File: src/rtl/iface_xyz_driver.sv
// Producer for the x/y/z interface bundle: FIFO-buffered words, each held on the bus HOLD_CYCLES.
// Optional o_stb first-cycle strobe is enabled by defining IFACE_XYZ_STROBE_EN.
module iface_xyz_driver #(
  parameter int unsigned DEPTH       = 4,
  parameter int unsigned HOLD_CYCLES = 2,
  parameter logic [2:0]  IDLE_XYZ    = 3'b010
) (
  input  logic                   i_clk,
  input  logic                   i_rst,
  input  logic [2:0]             i_data,
  input  logic                   i_valid,
  output logic                   o_ready,
  output logic                   o_x,
  output logic                   o_y,
  output logic                   o_z,
  output logic                   o_busy,
`ifdef IFACE_XYZ_STROBE_EN
  output logic                   o_stb,
`endif
  output logic [$clog2(DEPTH):0] o_level
);

  localparam int unsigned PW = $clog2(DEPTH);
  localparam int unsigned LW = PW + 1;
  localparam logic [LW-1:0] LVL_FULL    = LW'(DEPTH);
  localparam logic [7:0]    HOLD_RELOAD = 8'(HOLD_CYCLES - 1);

  typedef enum logic {StIdle, StHold} state_t;

  logic [2:0]    r_mem [DEPTH];
  logic [PW-1:0] r_wptr;
  logic [PW-1:0] r_rptr;
  logic [LW-1:0] r_level;
  logic [7:0]    r_cnt;
  state_t        r_state;
  logic [2:0]    r_xyz;
  logic          r_busy;
  logic          w_push;
  logic          w_pop;
  logic [2:0]    w_head;

  assign o_ready = (r_level < LVL_FULL);
  assign w_push  = i_valid && o_ready;
  assign w_head  = r_mem[r_rptr];
  // Pop only from the pre-edge level, so a word never bypasses the FIFO.
  assign w_pop   = (r_level != '0) && ((r_state == StIdle) || (r_cnt == 8'd0));

  always_ff @(posedge i_clk) begin
    if (w_push) begin
      r_mem[r_wptr] <= i_data;
    end
  end

  always_ff @(posedge i_clk or posedge i_rst) begin
    if (i_rst) begin
      r_wptr  <= '0;
      r_rptr  <= '0;
      r_level <= '0;
      r_cnt   <= 8'd0;
      r_state <= StIdle;
      r_xyz   <= IDLE_XYZ;
      r_busy  <= 1'b0;
    end else begin
      if (w_push) begin
        r_wptr <= r_wptr + PW'(1);
      end
      if (w_pop) begin
        r_rptr <= r_rptr + PW'(1);
      end
      r_level <= r_level + LW'(w_push) - LW'(w_pop);
      unique case (r_state)
        StIdle: begin
          if (w_pop) begin
            r_xyz   <= w_head;
            r_busy  <= 1'b1;
            r_cnt   <= HOLD_RELOAD;
            r_state <= StHold;
          end
        end
        StHold: begin
          if (r_cnt != 8'd0) begin
            r_cnt <= r_cnt - 8'd1;
          end else if (w_pop) begin
            r_xyz <= w_head;
            r_cnt <= HOLD_RELOAD;
          end else begin
            r_xyz   <= IDLE_XYZ;
            r_busy  <= 1'b0;
            r_state <= StIdle;
          end
        end
        default: r_state <= StIdle;
      endcase
    end
  end

`ifdef IFACE_XYZ_STROBE_EN
  logic r_stb;

  // Every pop loads a fresh word onto the bus, so the pop marks its first cycle.
  always_ff @(posedge i_clk or posedge i_rst) begin
    if (i_rst) begin
      r_stb <= 1'b0;
    end else begin
      r_stb <= w_pop;
    end
  end

  assign o_stb = r_stb;
`endif

  assign o_x     = r_xyz[0];
  assign o_y     = r_xyz[1];
  assign o_z     = r_xyz[2];
  assign o_busy  = r_busy;
  assign o_level = r_level;

endmodule

File: config.mk
export PLATFORM = sky130hd
export DESIGN_NAME = iface_xyz_driver
export DESIGN_NICKNAME = d
export VERILOG_FILES = /design/src/rtl/iface_xyz_driver.sv
export SDC_FILE = /design/constraint.sdc
export NUM_CORES = 1
export LEC_CHECK = 0
export CAP_MARGIN = 10
export CORE_UTILIZATION = 35
export CTS_CLUSTER_DIAMETER = 150
export DETAILED_ROUTE_END_ITERATION = 10
export PLACE_DENSITY = 0.51
export SLEW_MARGIN = 10
export SYNTH_ARGS = -nofsm -noshare
export SYNTH_HDL_FRONTEND = slang
export SYNTH_SLANG_ARGS = --single-unit
File: constraint.sdc
create_clock -name i_clk -period 6.05 [get_ports i_clk]
set_clock_uncertainty 0.05 [all_clocks]
set_input_delay 1.21 -clock i_clk [delete_from_list [all_inputs] [get_ports i_clk]]
set_output_delay 1.21 -clock i_clk [all_outputs]
set_load 0.1 [all_outputs]
### Yosys cells after proc, flatten, opt, wreduce, memory -nomap -nowiden

Memory sizes are Yosys's and may differ from the RTL's.
Cells that the tools add are included.
W data, S select, Z words.

| word-level totals | value |
|---|---|
| register bits after elaboration | 20 |
| bits in writable memories | 12 |
| output and inout port bits | 8 |
| memories | 1 |

Memory list:

| memory | depth | bits a word | rd ports | clocked after memory_dff | wr ports | RTL line | RTL |
|---|---|---|---|---|---|---|---|
| r_mem | 4 | 3 | 1 | 0 | 1 | 30 | `logic [2:0] r_mem [DEPTH];` |

| operators by class | value |
|---|---|
| add/subtract/negate cells | 5 |
| $lt $le $gt $ge | 1 |
| equal/unequal tests | 3 |
| muxes and demuxes | 16 |
| bitwise operators | 1 |
| reduce and logical (&&, ||, !) cells | 8 |

Operator list:

| operator | number |
|---|---|
| $mux W8 | 2 |
| $pmux W8 S2 | 1 |
| $mux W3 | 3 |
| $logic_not A8 Y1 | 1 |
| $reduce_bool A8 Y1 | 1 |
| $sub A8 B1 Y8 const B | 1 |
| $mux W1 | 7 |
| $ne A2 B2 Y1 const B | 3 |
| $pmux W3 S2 | 1 |
| $add A2 B1 Y2 const B | 2 |
| $pmux W1 S2 | 2 |
| $add A3 B1 Y3 | 1 |
| $lt A3 B3 Y1 const B | 1 |
| $reduce_and A3 Y1 | 1 |
| $reduce_bool A3 Y1 | 1 |
| $sub A3 B1 Y3 | 1 |
| $logic_and A1 B1 Y1 | 2 |
| $reduce_and A2 Y1 | 1 |
| $logic_or A1 B1 Y1 | 1 |
| $not A1 Y1 | 1 |

### Longest topological paths before layout

| logic depth | value |
|---|---|
| depth in word-level cells | 6 |
| depth in mapped cells | 12 |
| gate-level depth less buffers | 12 |

### Worst setup path before layout

Ideal clock, no wire load.

| timing | value |
|---|---|
| path kind | in2reg |
| start point | input i_valid |
| end point | register r_level[2] (netlist: o_level[2]) |
| setup time | 0.161 ns |
| arrival time | 2.753 ns |
| required time | 5.839 ns |
| path slack | 3.086 ns |
| stages on the path | 10 |
| path through | nor2b_1 -> clkbuf_1 -> inv_1 -> ha_1 -> inv_1 -> ha_1 -> inv_1 -> fa_1 -> xnor2_1 -> xnor2_1 |

| on the way | value |
|---|---|
| cells in the longest elaborated chain, start to end | 3 |

Ends and longest elaborated chain:

| element | RTL line | RTL |
|---|---|---|
| from (decl) | 11 | `input logic i_valid,` |
| $logic_and A1 B1 Y1 | 43 | `assign w_push = i_valid && o_ready;` |
| $add A3 B1 Y3 | 70 | `r_level <= r_level + LW'(w_push) - LW'(w_pop);` |
| $sub A3 B1 Y3 | 70 |  |
| to (signal assigned) | 70 |  |
| to (decl) | 33 | `logic [LW-1:0] r_level;` |

No other way between the ends.
A chain may end at the register's enable or synchronous reset.

### Worst setup path in the final report

| timing | value |
|---|---|
| start point | register r_level[2] (netlist: o_level[2]) |
| end point | output o_ready |

| on the way | value |
|---|---|
| cells in the longest elaborated chain, start to end | 1 |

Ends and longest elaborated chain:

| element | RTL line | RTL |
|---|---|---|
| $lt A3 B3 Y1 | 42 | `assign o_ready = (r_level < LVL_FULL);` |
| to (decl) | 12 | `output logic o_ready,` |

No other way between the ends.

==> results.ini <==
[status]
outcome=complete, no violations

[timing]
rsz0062_at_grt=no
slew-limit-headroom_pct=35.2
timing.final.crit_share_pct=53.0
fin_crit_ns=3.21
hold_viol_final=0
setup_violations=0
whs_ns=0.417
timing.fmax_mhz=312
setup_tns_ns=0
final-max-slew-violation-count=0
tightest_slew_ns=0.969

[setup_path]
worstPathArrival_ns=1.95
crit_type=reg -> out
reg2reg_slack_ns=3.34
critical_path.cell_chain=inv_1 -> clkdlybuf4s50_1
critPathLaunchType=flip-flop
critPathBufInv=2
reg2reg_to=o_level[2]$_DFF_PP0_
critPathLaunch=o_level[2]$_DFF_PP0_
cp_top_family=buffers and inverters
r2r-start=r_cnt[0]$_DFF_PP0_
worst_r2r_path_depth=12
setup.worst_path.end_class=output pin
cp_max_fo=6
cp_slowest_stage_delay_ns=1.12
cp.required_ns=4.79
cp_slowest_cell=clkdlybuf4s50_1

[floorplan]
pin_count=14
design.core.area_sq_mm=0.00409
initial_utilization_pct=37.2
die-area_sq_mm=0.00461
dieWidth_um=67.9
die_h_um=67.9
rows=23

[placement]
gp_congestion=0.714
portBuffers=13
dpl.hpwl_mm=1.91

[clock_network]
cts_made_buffers=5
cts_resized=0
cts.clk_slew.worst_paths_ns=0.07
clockBufferDepth=2
clock_latency_ns=0.28
root_buffer=clkbuf_8
cts_tree=yes
clock_sinks=32
h-tree-depth=2
hold_buffers=0
postCtsSetupBuffers=0

[detailed_routing]
drc=0
routed-via-count=914
wl_mm=2.65
wl_per_cell_um=14.5
drt-met1-wl_mm=1.25
routed-wl-met2_mm=1.26
highest_layer=met4
drt-initial-drc-count=63
ant_nets=0
via_per_inst=4.99
drtPass1Iterations=4
route.met3.wl_um=98

[layout]
n_antenna_cell=0
drive_gt1_share_pct=15.8
nets=147
final_common_cell=dfrtp_1
final_cell_mix=19 x dfrtp_1, 13 x clkdlybuf4s50_1, 12 x inv_1, 12 x edfxtp_1, 8 x ha_1
syn_to_final_growth_pct=17.8

[worst_hold_path]
hp-class=reg -> reg
hold_path_startpoint=r_xyz[1]$_DFFE_PP1P_
whs_path_depth=2
hold_path_end=r_xyz[1]$_DFFE_PP1P_

[global_routing]
grt_pass1_wl_mm=4.49
grtUsageTotal_pct=13.9
grt-ovfl-total=0
grt_max_degree=21
first_global_vias=937
antenna_found_initial=0

[yosys]
synth_cell_types=37
synth.area.top_cells=dfrtp_1 31%, edfxtp_1 24%, ha_1 6.6%, mux4_2 4.4%, inv_1 3.0%
syn_nets=128
ys_seq_area_share_pct=56.7
synth_seq_cells=32
avgSynthCellArea_sq_um=13.5
ys_warn_count=0
yosys.area.top_type=dfrtp_1
synth.top_cell.area_share_pct=31.3
synth_area_sq_mm=0.00152
postSynthCellCount=113

[job]
maxCapViolCount=0

logic make-up (layout without fill, tap and decap cells):
logic type               after synthesis  count (layout)  synth area share (%)
flip-flops                            32              32                  56.7
buffers and inverters                 14              34                  3.45
multiplexers                           5               5                  5.76
AO/OA/AOI/OAI                         19              19                  9.87
XOR/XNOR                               5               5                  2.88
adder cells (fa/ha/maj)                9               9                  7.90
AND/OR/NAND/NOR                       29              29                  13.5
synthesized netlist by cell type:
cell type	instances
xnor2_1	3
inv_1	12
edfxtp_1	12
and3_1	2
o21ai_0	3
and3_2	1
a41oi_1	1
nor2_4	2
mux2i_1	2
a21oi_1	4
nor2b_1	1
nand3b_1	1
nor4b_4	1
nor3_2	1
ha_1	8
dfstp_2	1
xor2_1	2
a22o_1	3
a21o_1	1
a31oi_1	2
nor2_1	2
nor4_1	2
fa_1	1
nand3_1	2
clkbuf_1	1
or3_2	1
nor3_4	1
o31ai_1	1
nand2_1	3
a21bo_4	1
nor3_1	5
inv_2	1
dfrtp_1	19
mux4_2	3
a211o_1	2
and2_1	4
a21boi_4	1
through the flow:
stage	setup WS [ns]	cells	area, sq um	util (%)
floorplan	3.09	113	1520	-
global placement	2.63	175	1710	41.9
detailed placement	2.57	175	1710	41.9
CTS	2.83	183	1790	43.9
global route	2.69	183	1790	43.9
finish	2.84	183	1790	43.9
tightest hold or removal path: stages, from the launching register on:
cell,delay (ns)
dfstp_2,0.37
inv_1,0.04
a21oi_1,0.05
sequential cells by signal (all words and copies together), names as in the netlist:
signal,count
o_busy,1
r_mem,12
r_wptr,2
o_level,3
r_state,1
r_rptr,2
r_xyz,3
r_cnt,8
per-layer routing:
metal	up-vias	global-route usage, %
li1	444	-
met1	451	17.6
met2	15	21.4
met3	4	5.00
met4	0	5.99
met5	-	0
final cells by class:
type                    instances  area, sq um
clock inverters                 3         13.8
multi-input cells              67          607
clock buffers                   5         68.8
well taps                      50         62.6
inverters                      13         48.8
repair buffers                 13          130
fillers                       388         2290
flip-flops and latches         32          862
worst max-delay path by stage:
stage,to,slack (ns),cells after the start
4_1_cts,o_ready,2.83,2
6_report,o_ready,2.84,2
5_1_grt,o_level[2]$_DFF_PP0_,2.69,10
2_1_floorplan,o_level[2]$_DFF_PP0_,3.09,10
3_5_place_dp,o_level[2]$_DFF_PP0_,2.57,10
3_3_place_gp,o_level[2]$_DFF_PP0_,2.63,10
Power is left out: the tool's default activity adds up to more than one toggle a clock period on the data nets, which glitch-free logic cannot reach.
